**src/rtl/load_store_controller_pkg.sv**
```systemverilog
// load_store_controller_pkg: shared opcodes, FSM state encodings and instruction field positions
package load_store_controller_pkg;
    typedef enum logic [1:0] {
        OP_NOP   = 2'b00,
        OP_LOAD  = 2'b01,
        OP_STORE = 2'b10,
        OP_ZERO  = 2'b11
    } op_t;
    typedef enum logic [1:0] {
        S_IDLE = 2'd0,
        S_EXEC = 2'd1,
        S_DONE = 2'd2
    } state_t;
    localparam int OP_HI   = 7;
    localparam int OP_LO   = 6;
    localparam int REG_HI  = 5;
    localparam int REG_LO  = 4;
    localparam int RSV_BIT = 3;
    localparam int ADDR_HI = 2;
    localparam int ADDR_LO = 0;
endpackage

```
**src/rtl/load_store_controller_regfile.sv**
```systemverilog
// ls_regfile: NREGS x DATA_W register file, one sync write port, two comb read ports
//   clk/clr        clock, synchronous active-high clear of all registers
//   we/waddr/wdata write port
//   raddr/rdata    store-data read port
//   oaddr/odata    observation read port
module ls_regfile #(
    parameter int DATA_W = 8,
    parameter int NREGS  = 4,
    parameter int RW     = $clog2(NREGS)
) (
    input  logic              clk,
    input  logic              clr,
    input  logic              we,
    input  logic [RW-1:0]     waddr,
    input  logic [DATA_W-1:0] wdata,
    input  logic [RW-1:0]     raddr,
    output logic [DATA_W-1:0] rdata,
    input  logic [RW-1:0]     oaddr,
    output logic [DATA_W-1:0] odata
);
    logic [DATA_W-1:0] regs [NREGS];
    always_ff @(posedge clk) begin
        if (clr) regs <= '{default: '0};
        else if (we) regs[waddr] <= wdata;
    end
    assign rdata = regs[raddr];
    assign odata = regs[oaddr];
endmodule

```
**src/rtl/load_store_controller.sv**
```systemverilog
// load_store_controller: one-at-a-time load/store initiator driving dataMemory strobes
//   clk/clr                     clock, synchronous active-high reset
//   instr/instr_valid/ready     instruction handshake ([7:6] op, [5:4] reg, [2:0] addr)
//   busy/done                   in-flight flag, one-cycle completion pulse
//   mem_en/rd_en/wr_en/addr/wdata  registered memory strobes; mem_rdata comb read data
//   obs_sel/obs_data            register-file observation port
module load_store_controller
    import load_store_controller_pkg::*;
#(
    parameter int DATA_W = 8,
    parameter int ADDR_W = 3,
    parameter int NREGS  = 4
) (
    input  logic              clk,
    input  logic              clr,
    input  logic [7:0]        instr,
    input  logic              instr_valid,
    output logic              instr_ready,
    output logic              busy,
    output logic              done,
    output logic              mem_en,
    output logic              mem_rd_en,
    output logic              mem_wr_en,
    output logic [ADDR_W-1:0] mem_addr,
    output logic [DATA_W-1:0] mem_wdata,
    input  logic [DATA_W-1:0] mem_rdata,
    input  logic [1:0]        obs_sel,
    output logic [DATA_W-1:0] obs_data
);
    localparam int RW = $clog2(NREGS);
    state_t            state, state_n;
    op_t               op, iop;
    logic [RW-1:0]     r;
    logic [DATA_W-1:0] sdata;
    logic              launch, ld_n, st_n, done_n, we;
    logic [ADDR_W-1:0] addr_n;
    logic [DATA_W-1:0] wdata_n, rf_wdata;
    assign instr_ready = state == S_IDLE && !clr;
    assign busy        = state != S_IDLE;
    assign iop         = op_t'(instr[OP_HI:OP_LO]);
    // Strobes for EXEC are decoded at the accept edge so they come straight from flops.
    always_comb begin
        launch  = state == S_IDLE && instr_valid;
        state_n = state == S_IDLE ? (instr_valid ? S_EXEC : S_IDLE)
                : state == S_EXEC ? S_DONE : S_IDLE;
        ld_n    = launch && iop == OP_LOAD;
        st_n    = launch && iop == OP_STORE;
        addr_n  = (ld_n || st_n) ? instr[ADDR_HI:ADDR_LO] : '0;
        wdata_n = st_n ? sdata : '0;
        done_n  = state == S_EXEC;
    end
    always_ff @(posedge clk) begin
        state <= clr ? S_IDLE : state_n;
    end
    always_ff @(posedge clk) begin
        if (clr) begin
            mem_en    <= 1'b0;
            mem_rd_en <= 1'b0;
            mem_wr_en <= 1'b0;
            mem_addr  <= '0;
            mem_wdata <= '0;
            done      <= 1'b0;
            op        <= OP_NOP;
            r         <= '0;
        end else begin
            mem_en    <= ld_n || st_n;
            mem_rd_en <= ld_n;
            mem_wr_en <= st_n;
            mem_addr  <= addr_n;
            mem_wdata <= wdata_n;
            done      <= done_n;
            if (launch) begin
                op <= iop;
                r  <= instr[REG_HI:REG_LO];
            end
        end
    end
    assign we       = state == S_EXEC && !clr && (op == OP_LOAD || op == OP_ZERO);
    assign rf_wdata = op == OP_LOAD ? mem_rdata : '0;
    ls_regfile #(.DATA_W(DATA_W), .NREGS(NREGS)) u_rf (
        .clk   (clk),
        .clr   (clr),
        .we    (we),
        .waddr (r),
        .wdata (rf_wdata),
        .raddr (instr[REG_HI:REG_LO]),
        .rdata (sdata),
        .oaddr (obs_sel),
        .odata (obs_data)
    );
endmodule

```
**config.mk**
```make
export PLATFORM = sky130hd
export DESIGN_NAME = load_store_controller
export DESIGN_NICKNAME = d
export VERILOG_FILES = /design/src/rtl/load_store_controller_pkg.sv /design/src/rtl/load_store_controller_regfile.sv /design/src/rtl/load_store_controller.sv
export SDC_FILE = /design/constraint.sdc
export NUM_CORES = 1
export LEC_CHECK = 0
export BUFFER_PORTS_ARGS = -buffer_cell sky130_fd_sc_hd__buf_2
export CAP_MARGIN = 20
export CORE_MARGIN = 4
export CORE_UTILIZATION = 54
export CTS_BUF_LIST = sky130_fd_sc_hd__clkbuf_8 sky130_fd_sc_hd__clkbuf_16
export DETAILED_ROUTE_END_ITERATION = 10
export GPL_TIMING_DRIVEN = 1
export PLACE_DENSITY = 0.78
export RECOVER_POWER = 25
export SYNTH_ARGS = -nofsm -noshare
export SYNTH_HDL_FRONTEND = slang
export SYNTH_SLANG_ARGS = --single-unit
```
**constraint.sdc**
```tcl
create_clock -name clk -period 1.6 [get_ports clk]
set_input_delay 0.32 -clock clk [delete_from_list [all_inputs] [get_ports clk]]
set_output_delay 0.32 -clock clk [all_outputs]
set_load 0.005 [all_outputs]
```
Yosys cells after proc, flatten, opt, wreduce, memory -nomap -nowiden

Index checks and enable logic that the tools add are counted.

Magnitude comparators: 4
Equality and inequality tests: 5
Mux-type cells: 13
Bitwise operators: 5
Reduce and logical (&&, ||, !) cells: 14

Operators by type and width:

| operator                                                              | count |
|---|---|
| 8-bit 2-to-1 mux                                                      | 6 |
| 8-bit binary-select mux with 2-bit select                             | 2 |
| 32-bit bitwise mux                                                    | 1 |
| 8-bit demux with 2-bit select                                         | 1 |
| 3-bit >= comparator (second input constant)                           | 3 |
| 2-bit NOT with 3-bit output                                           | 3 |
| 1-bit logical AND                                                     | 7 |
| 2-bit by 1-bit == test with 1-bit output (second input constant)      | 3 |
| 2-bit == test (second input constant)                                 | 2 |
| 2-bit 2-to-1 mux                                                      | 2 |
| 2-bit OR reduction                                                    | 2 |
| 3-bit by 1-bit < comparator with 1-bit output (second input constant) | 1 |
| 2-bit zero test                                                       | 1 |
| 1-bit logical OR                                                      | 2 |
| 1-bit NOT                                                             | 2 |
| 2-bit nonzero test                                                    | 1 |
| 1-bit zero test                                                       | 1 |
| 1-bit 2-to-1 mux                                                      | 1 |

Register bits: 53
Bits of input ports: 21
Output and inout bits: 25
Word-level logic and storage cells: 54

Longest topological paths before layout

Gate-level depths: netlist of run 1.

Word-level depth: 6
Mapped depth: 4
Depth with buffers taken out: 4

By module

From an unflattened synthesis of run 1, not the netlist that was laid out.

Cells, all modules: 216
Area, all modules: 2,504.9 µm²

By module, submodules not included:

| module                | times used | cells an instance | area each (µm²) | seq. area each (µm²) |
|---|---|---|---|---|
| ls_regfile            | 1          | 138               | 1,676.6         | 640.6 |
| load_store_controller | 1          | 78                | 828.3           | 420.4 |

Least setup slack after synthesis of run 1

Ideal clock, no wire load.

Kind: in2out
From: input port obs_sel[0]
To: output port obs_data[0]
Arrival time: 1,080 ps
Data required time: 1,280 ps
Slack: 200 ps
Stages: 2
Path buffers: 1
Path through: buf_2 > mux4_2

Cells in the longest elaborated chain, start to end: 4

Ends and longest elaborated chain:

| what                                                | RTL line                            | source |
|---|---|---|
| start, declared                                     | load_store_controller.sv:27         | `input logic [1:0] obs_sel,` |
| 2-bit NOT with 3-bit output (not written as such)   | load_store_controller_regfile.sv:27 | `assign odata = regs[oaddr];` |
| 8-bit binary-select mux with 2-bit select           | load_store_controller_regfile.sv:27 |  |
| 8-bit 2-to-1 mux (not written as such) (2 in a row) | load_store_controller_regfile.sv:27 |  |
| end, declared                                       | load_store_controller.sv:28         | `output logic [DATA_W-1:0] obs_data` |

Every way passes these cells. The select of a mux whose other input is x is not followed.

Final worst setup path of run 1

From: register u_rf.regs[7] in the netlist's numbering
To: output port obs_data[7]

Cells in the longest elaborated chain, start to end: 3

Ends and longest elaborated chain:

| what                                                | RTL line                            | source |
|---|---|---|
| start, declared                                     | load_store_controller_regfile.sv:21 | `logic [DATA_W-1:0] regs [NREGS];` |
| start signal, assigned by index                     | load_store_controller_regfile.sv:24 | `else if (we) regs[waddr] <= wdata;` |
| 8-bit binary-select mux with 2-bit select           | load_store_controller_regfile.sv:27 |  |
| 8-bit 2-to-1 mux (not written as such) (2 in a row) | load_store_controller_regfile.sv:27 |  |

Every way passes these cells. The select of a mux whose other input is x is not followed.

==> flow_summary.json, run 1 <==
{
  "setup_viol": 0,
  "rr_worst_depth": 4,
  "top_layer": "met4",
  "n_fill_cell": 318,
  "tns_ns": 0,
  "p_switching_uw": 476,
  "ys_seq_elements": 53,
  "cts_sinks": 53,
  "fin_nets": 263,
  "status": "finished, final reports clean",
  "drive_above_1_share": 0.357,
  "area_delta_synth_final_pct": 17.5,
  "cp-start-kind": "register",
  "crit_fanout": 3,
  "antenna_found_initial": 0,
  "leakage_uw": 0.00123,
  "reg2reg_slack_ns": 0.18,
  "core.rowCount": 23,
  "clkPwrFrac": 0.309,
  "synth_warnings": 0,
  "die_h_um": 73.4,
  "insertion_delay_ns": 0.30,
  "combPwrFrac": 0.076,
  "clk_path_buf_depth": 2,
  "drc_errors": 0,
  "gr-total-overflow": 0,
  "ys_seq_area_frac": 0.459,
  "holdBufCountCts": 0,
  "antenna_cells": 0,
  "synth-edff-count": 0,
  "synthFlopType": "dfxtp_1",
  "synthesis.nets": 211,
  "drv_slew": 0,
  "syn_area_sq_mm": 0.00231,
  "hold_violations": 0,
  "min_period_over_period": 0.979,
  "synth-async-reset-ratio": 0,
  "max_slew_margin": 0.717,
  "p_sw_frac": 0.218,
  "grtUsageTotal": 0.185,
  "core_area_sq_mm": 0.00406,
  "final_cells": 291,
  "synthCells": 190,
  "ant_nets": 0,
  "drt-wirelength-per-cell_um": 15.2,
  "vias": 1552,
  "routabilityCongestion": 0.741,
  "hold_path.class": "input port to register",
  "die_w_um": 73.4,
  "period_needed_ns": 1.57,
  "m1WireLength_um": 1860,
  "cts_max_level": 2,
  "cts_tree": "done",
  "die_area_sq_mm": 0.00539,
  "firstDrtPassIters": 4,
  "rsz0062_at_grt": "true",
  "r2r_end": "mem_wdata[4]",
  "grt_max_degree": 31,
  "grt_pass1_vias": 1598,
  "fin_skew_ns": 0.00622,
  "dp_hpwl_um": 3260,
  "p_int_uw": 1710,
  "routed-wl-met2_um": 2340,
  "timing.max_cap.violations": 0,
  "hold_end": "mem_addr[2]",
  "ys_types": 25,
  "route.met3.wl_um": 178,
  "worstPathRequired_ns": 1.28,
  "timing.rr.start": "state[0]",
  "worst-setup-path-type": "register to output port",
  "peakVddDrop_uv": 646,
  "hold_depth": 2,
  "power_density_mw_per_mm2": 804,
  "wl_um": 4420,
  "fmax_mhz": 638,
  "pwr-share-seq": 0.615,
  "dp_cells": 285,
  "syn_avg_cell_area_sq_um": 12.2,
  "hold_path.startpoint": "instr[2]",
  "clk_pin_slew_worst_paths_ns": 0.08,
  "grt_pass1_wl_um": 7510,
  "worst_pin_slew_ns": 0.422,
  "io_pins": 46,
  "start_util": 0.570,
  "crit_path_end_kind": "output port",
  "numCtsBuffers": 5,
  "worstPathArrival_ns": 1.25,
  "portBuffers": 44,
  "drt_iter0_markers": 67,
  "viasPerCell": 5.33,
  "clock-root-buffer": "clkbuf_8"
}
[metrics by stage]
stage | hold slack [ns] | setup slack (ns) | instance area (sq um) | power, uW | utilization
2_1_floorplan | 0.396 | 0.200 | 2310 | 1480 | -
3_3_place_gp | 0.468 | 0.0711 | 2640 | 1540 | 0.652
3_5_place_dp | 0.480 | 0.0714 | 2640 | 1540 | 0.652
4_1_cts | 0.205 | 0.0288 | 2720 | 2210 | 0.670
5_1_grt | 0.217 | -0.000579 | 2720 | 2270 | 0.669
6_report | 0.215 | 0.0336 | 2720 | 2180 | 0.669
[per-layer routing]
layer,track usage,vias up
met4,0.0463,0
met2,0.331,30
met3,0.0520,5
met5,0,-
li1,-,762
met1,0.219,755
[sequential cells by signal, summed over array words and instances (netlist names)]
register / flops
mem_addr: 3
state: 2
mem_wdata: 8
mem_en: 1
mem_rd_en: 1
mem_wr_en: 1
r: 2
done: 1
op: 2
u_rf.regs: 32
[layout make-up]
class | count | area (sq um) | share of cell area
Sequential cell | 53 | 1070 | 0.393
Timing Repair Buffer | 56 | 315 | 0.116
Multi-Input combinational cell | 124 | 1180 | 0.436
Clock buffer | 5 | 68.8 | 0.0253
Clock inverter | 1 | 5.00 | 0.00184
Inverter | 2 | 12.5 | 0.00461
Tap cell | 50 | 62.6 | 0.0230
[Yosys cell counts, types with 3 or more instances]
cell | count | area share
mux2i_1 | 36 | 0.16
nor3b_1 | 3 | 0.0097
nor2_1 | 6 | 0.0097
mux4_2 | 16 | 0.16
buf_2 | 4 | 0.0087
nor2b_1 | 8 | 0.022
clkbuf_1 | 4 | 0.0065
and2_1 | 3 | 0.0081
nand2_1 | 8 | 0.013
dfxtp_1 | 53 | 0.46
nand2b_1 | 32 | 0.087
[placed cells by master (no fill, tap or decap), drive strengths merged]
cell     n
nor3b    5
clkbuf  11
inv      1
dfxtp   53
mux2i   36
clkinv   2
or4b     1
and3     1
nor2     7
xnor2    1
or2      1
nand2b  32
and4bb   1
nand2    9
nor2b    8
mux4    16
buf     50
and2     3
nand3b   3
[repair_timing]
action / in CTS / in global routing
gates resized for setup: 0 / 5
setup buffers: 0 / 0
endpoints found under the setup margin: 0 / 5
[kinds of logic after synthesis]
group	share of synthesized area
simple gates	0.197
flops	0.459
mux	0.312
buf+inv	0.0287
xor+xnor	0.00379
[critical path: stages, from the launching register on]
cell	delay (ns)
dfxtp_1	0.35
mux4_2	0.46
buf_2	0.14
[power groups by stage]
stage | registers (uW) | clock network (uW) | logic (uW)
finish | 1340 | 675 | 165
global route | 1350 | 746 | 182
CTS | 1340 | 702 | 169
detailed placement | 1370 | 0 | 168
global placement | 1370 | 0 | 167
floorplan | 1370 | 0 | 103
[worst max path at each step]
stage	startpoint	end	depth (start not counted)
final	u_rf.regs[7]	obs_data[7]	2
after global routing	u_rf.regs[0]	obs_data[0]	2
after CTS	u_rf.regs[4]	obs_data[4]	2
after detailed placement	obs_sel[0]	obs_data[4]	4
after global placement	obs_sel[0]	obs_data[4]	4
after floorplan	obs_sel[0]	obs_data[0]	2
Note: power is estimated with default switching activity, not from simulation.
==> run 2, diff against run 1 <==
--- a/config.mk
+++ b/config.mk
@@ -12,7 +12,7 @@
 export CTS_BUF_LIST = sky130_fd_sc_hd__clkbuf_8 sky130_fd_sc_hd__clkbuf_16
 export DETAILED_ROUTE_END_ITERATION = 10
 export GPL_TIMING_DRIVEN = 1
-export PLACE_DENSITY = 0.78
+export PLACE_DENSITY = 0.86
 export RECOVER_POWER = 25
 export SYNTH_ARGS = -nofsm -noshare
 export SYNTH_HDL_FRONTEND = slang
==> run 2 against run 1 <==
Power rose by 19%. Combinational power about the same. Die area unchanged. Flip-flop and latch count is the same. Cell count increased by 1.7%. Critical path depth did not move. Clock-buffer cell count did not move. Highest routed layer unchanged. First-iteration DRC count is 52% higher. Global-route usage grew 0.82 points. Largest cell class unchanged. Via count rose by 0.90%. Sequential power about the same.
==> flow_summary.json, run 2 (synthesized netlist as in run 1, its figures left out) <==
{
  "status": "finished, final reports clean",
  "reg.largest.list": "u_rf.regs (32), mem_wdata (8), mem_addr (3)",
  "n_fill_cell": 280,
  "clk_path_buf_depth": 2,
  "hold_violations": 0,
  "antenna_cells": 0,
  "path_buf_inv": 1,
  "worst-setup-path-type": "register to output port",
  "finalPower_uw": 2600,
  "drt_iter0_markers": 102,
  "hold-worst-slack_ns": 0.202,
  "portBuffers": 44,
  "io_pins": 46,
  "fin_skew_ns": 0.0120,
  "clkPwrFrac": 0.418,
  "firstDrtPassIters": 4,
  "antenna_found_initial": 0,
  "path_depth": 2,
  "leakage_uw": 0.00128,
  "clock-root-buffer": "clkbuf_8",
  "grt_pass1_vias": 1611,
  "cp_top_family": "multiplexers",
  "die_w_um": 73.4,
  "viasPerCell": 5.29,
  "worstPathCellList": "mux4_2, buf_2",
  "power_density_mw_per_mm2": 918,
  "dp_hpwl_um": 3270,
  "p_int_uw": 2050,
  "insertion_delay_ns": 0.31,
  "worstPathArrival_ns": 1.26,
  "cts_tree": "done",
  "reg2reg_slack_ns": 0.18,
  "period_needed_ns": 1.58,
  "area_delta_synth_final_pct": 22.2,
  "max_slew_margin": 0.708,
  "hold_depth": 2,
  "core_area_sq_mm": 0.00406,
  "crit_fanout": 3,
  "drive_above_1_share": 0.427,
  "crit_path_end_kind": "output port",
  "combPwrFrac": 0.064,
  "dp_slack_ns": 0.0451,
  "die_area_sq_mm": 0.00539,
  "cts_max_level": 2,
  "p_sw_frac": 0.211,
  "layout_common_cells": "buf_2, mux2i_1, dfxtp_1",
  "numCtsBuffers": 5,
  "vias": 1566,
  "grtUsageTotal": 0.193,
  "largest_reg_flops": 32,
  "fin_nets": 266,
  "die_h_um": 73.4,
  "slowest_delay_ns": 0.46,
  "worstPathRequired_ns": 1.28,
  "slowest_stage": "mux4_2",
  "grt_max_degree": 32,
  "worst_pin_slew_ns": 0.436,
  "final_common_cell": "buf_2",
  "peakVddDrop_uv": 551,
  "setup_viol": 0,
  "drv_slew": 0,
  "rr_worst_depth": 4,
  "setup_slack_ns": 0.0167,
  "start_util": 0.570,
  "rsz0062_at_grt": "true",
  "largest_register": "u_rf.regs",
  "routabilityCongestion": 0.758,
  "ant_nets": 0,
  "drt-wirelength-per-cell_um": 16.1,
  "timing.max_cap.violations": 0,
  "clk_pin_slew_worst_paths_ns": 0.10,
  "core.rowCount": 23,
  "fmax_mhz": 632,
  "pwr-share-seq": 0.518,
  "gr-total-overflow": 0,
  "cp-start-kind": "register",
  "wl_um": 4750,
  "cts_sinks": 53,
  "p_switching_uw": 548,
  "grt_pass1_wl_um": 7800,
  "hold_path.class": "input port to register",
  "min_period_over_period": 0.990,
  "drc_errors": 0
}
[run 2: timing repair]
| item | in CTS | in global routing |
|---|---|---|
| buffers inserted | 0 | 4 |
| hold buffers | 0 | 0 |
| gates resized for setup | 0 | 19 |
| endpoints found under the setup margin | 0 | 9 |
[run 2: path summary, 6_finish.rpt]
kind	start	to
worst max-delay path	u_rf.regs[8]	obs_data[0]
worst min-delay path	instr[2]	mem_addr[2]
worst max register to register	state[0]	u_rf.regs[0]
worst min register to register	u_rf.regs[4]	u_rf.regs[4]
[run 2: power groups by stage]
stage          clock network, uW  logic, uW  registers, uW
6_report                    1090        166           1340
2_1_floorplan                  0        103           1370
3_3_place_gp                   0        165           1370
3_5_place_dp                   0        168           1370
4_1_cts                     1100        169           1340
5_1_grt                     1160        180           1350
[run 2: area by class of cell]
class                           instances  area, sq um  share of cell area
Multi-Input combinational cell        124         1190               0.420
Inverter                                2         12.5             0.00443
Timing Repair Buffer                   59          345               0.122
Clock buffer                            5         68.8              0.0243
Tap cell                               50         62.6              0.0221
Clock inverter                          3         68.8              0.0243
Sequential cell                        53         1080               0.383
[run 2: per-stage QoR]
stage	TNS, ns	util	cell area (sq um)	instances
floorplan	0	-	2310	190
global placement	0	0.650	2640	284
detailed placement	0	0.650	2640	284
CTS	0	0.684	2770	292
global route	-0.0398	0.697	2830	296
finish	0	0.697	2830	296
[run 2: per-layer routing]
layer | track usage | up-vias | wire length (um)
met1 | 0.235 | 743 | 2000
met2 | 0.342 | 38 | 2470
met3 | 0.0410 | 8 | 213
li1 | - | 777 | -
met5 | 0 | - | 0
met4 | 0.0604 | 0 | 69
==> run 3, diff against run 2 <==
--- a/config.mk
+++ b/config.mk
@@ -8,12 +8,12 @@
 export BUFFER_PORTS_ARGS = -buffer_cell sky130_fd_sc_hd__buf_2
 export CAP_MARGIN = 20
 export CORE_MARGIN = 4
-export CORE_UTILIZATION = 54
+export CORE_UTILIZATION = 50
 export CTS_BUF_LIST = sky130_fd_sc_hd__clkbuf_8 sky130_fd_sc_hd__clkbuf_16
 export DETAILED_ROUTE_END_ITERATION = 10
 export GPL_TIMING_DRIVEN = 1
-export PLACE_DENSITY = 0.86
-export RECOVER_POWER = 25
+export PLACE_DENSITY = 0.82
+export RECOVER_POWER = 50
 export SYNTH_ARGS = -nofsm -noshare
 export SYNTH_HDL_FRONTEND = slang
 export SYNTH_SLANG_ARGS = --single-unit
==> run 3 against run 2 <==
Clock-buffer cell count rose by 1. Worst setup slack better by 0.020 ns. Cell count decreased by 1.4%. Sequential share of layout area up 1.1 points. Die area increased by 7.1%. Routed wire length is 6.7% lower. Power shrank 13%. Global-route usage shrank 3.0 points. Combinational power fell by 3%. Maximum frequency is 1.3% higher. Sequential power about the same. Register-to-register slack barely moved.
==> flow_summary.json, run 3 (synthesized netlist as in run 1, its figures left out) <==
{
  "status": "finished, final reports clean",
  "dp_slack_ns": 0.0700,
  "start_util": 0.524,
  "clk_path_buf_depth": 2,
  "final_util": 0.612,
  "die_w_um": 76.0,
  "vias": 1531,
  "drt_iter0_markers": 61,
  "period_needed_ns": 1.56,
  "insertion_delay_ns": 0.30,
  "grtUsageTotal": 0.163,
  "fin_skew_ns": 0.0120,
  "firstDrtPassIters": 4,
  "leakage_uw": 0.00122,
  "peakVddDrop_uv": 403,
  "drc_errors": 0,
  "setup_viol": 0,
  "power_density_mw_per_mm2": 837,
  "cts_sinks": 53,
  "fmax_mhz": 640,
  "worstPathCellList": "mux4_2, buf_2",
  "cts_tree": "done",
  "crit_path_start": "u_rf.regs[1]",
  "clock-root-buffer": "clkbuf_8",
  "viasPerCell": 5.24,
  "layout_common_cells": "dfxtp_1, buf_2, mux2i_1",
  "cp_top_family": "multiplexers",
  "io_pins": 46,
  "portBuffers": 44,
  "drt-wirelength-per-cell_um": 15.2,
  "tns_ns": 0,
  "worstPathRequired_ns": 1.28,
  "setup_slack_ns": 0.0367,
  "reg.largest.list": "u_rf.regs (32), mem_wdata (8), mem_addr (3)",
  "rsz0062_at_grt": "true",
  "drv_slew": 0,
  "hold-worst-slack_ns": 0.206,
  "area_delta_synth_final_pct": 16.8,
  "max_slew_margin": 0.658,
  "slowest_delay_ns": 0.46,
  "worst_pin_slew_ns": 0.512,
  "crit_path_end_kind": "output port",
  "core.rowCount": 24,
  "gr-total-overflow": 0,
  "grt_pass1_vias": 1602,
  "hold_violations": 0,
  "post-cts-setup-buffers": 0,
  "drive_above_1_share": 0.329,
  "cts_max_level": 2,
  "grt_pass1_wl_um": 7690,
  "slowest_stage": "mux4_2",
  "largest_register": "u_rf.regs",
  "wl_um": 4440,
  "worst-setup-path-type": "register to output port",
  "hold_path.class": "input port to register",
  "cp-start-kind": "register",
  "clk_pin_slew_worst_paths_ns": 0.09,
  "dp_hpwl_um": 3250,
  "ant_nets": 0,
  "min_period_over_period": 0.977,
  "grt_max_degree": 22,
  "final_common_cell": "dfxtp_1",
  "die_area_sq_mm": 0.00578,
  "core_area_sq_mm": 0.00441,
  "largest_reg_flops": 32,
  "numCtsBuffers": 5,
  "routabilityCongestion": 0.787,
  "timing.rr.start": "state[0]",
  "crit_fanout": 3,
  "fin_nets": 261,
  "timing.max_cap.violations": 0,
  "antenna_cells": 0,
  "worstPathArrival_ns": 1.24,
  "path_buf_inv": 1,
  "antenna_found_initial": 0,
  "die_h_um": 76.0,
  "hold_path.startpoint": "instr[1]"
}
## run 3: cell types whose count changed in the layout (fill, tap and decap cells not counted), sizes merged
cell      delta
buf          -6
bufinv       -2
clkbuf       +2
clkinvlp     +1
inv          -1
## run 3: path summary, 6_finish.rpt
path / to / slack [ns] / cells after the start
setup reg to reg: mem_wdata[4] / 0.17 / 4
hold reg to reg: u_rf.regs[26] / 0.49 / 2
setup / recovery: obs_data[1] / 0.04 / 2
hold / removal: mem_addr[1] / 0.21 / 2
## run 3: through the flow
step | total power [uW] | instances | instance area, sq um
final | 2260 | 292 | 2700
after detailed placement | 1540 | 285 | 2630
after global placement | 1540 | 285 | 2630
after global routing | 2340 | 292 | 2700
after CTS | 2290 | 292 | 2720
after floorplan | 1480 | 190 | 2310
## run 3: where the power goes
part,internal [uW],switching [uW],total (uW)
combinational,83.7,77.8,161
sequential,1330,10.6,1340
clock,343,414,757
total,1760,503,2260
## run 3: timing repair
action / CTS / global route
resized for setup: 0 / 3
hold buffers: 0 / 0
endpoints found under the setup margin: 0 / 3
## run 3: layer usage
| metal | track usage | part of all wire |
|---|---|---|
| met1 | 0.186 | 0.41 |
| met2 | 0.302 | 0.55 |
| met3 | 0.0260 | 0.028 |
| met4 | 0.0587 | 0.013 |
| met5 | 0 | 0 |
## run 3: layout make-up
cell class / instances / area, sq um
tap: 52 / 65.1
multi-input combinational: 124 / 1180
clock inverter: 1 / 7.51
fill: 366 / 1710
inverter: 2 / 12.5
sequential: 53 / 1060
clock buffer: 6 / 82.6
timing repair buffer: 54 / 293
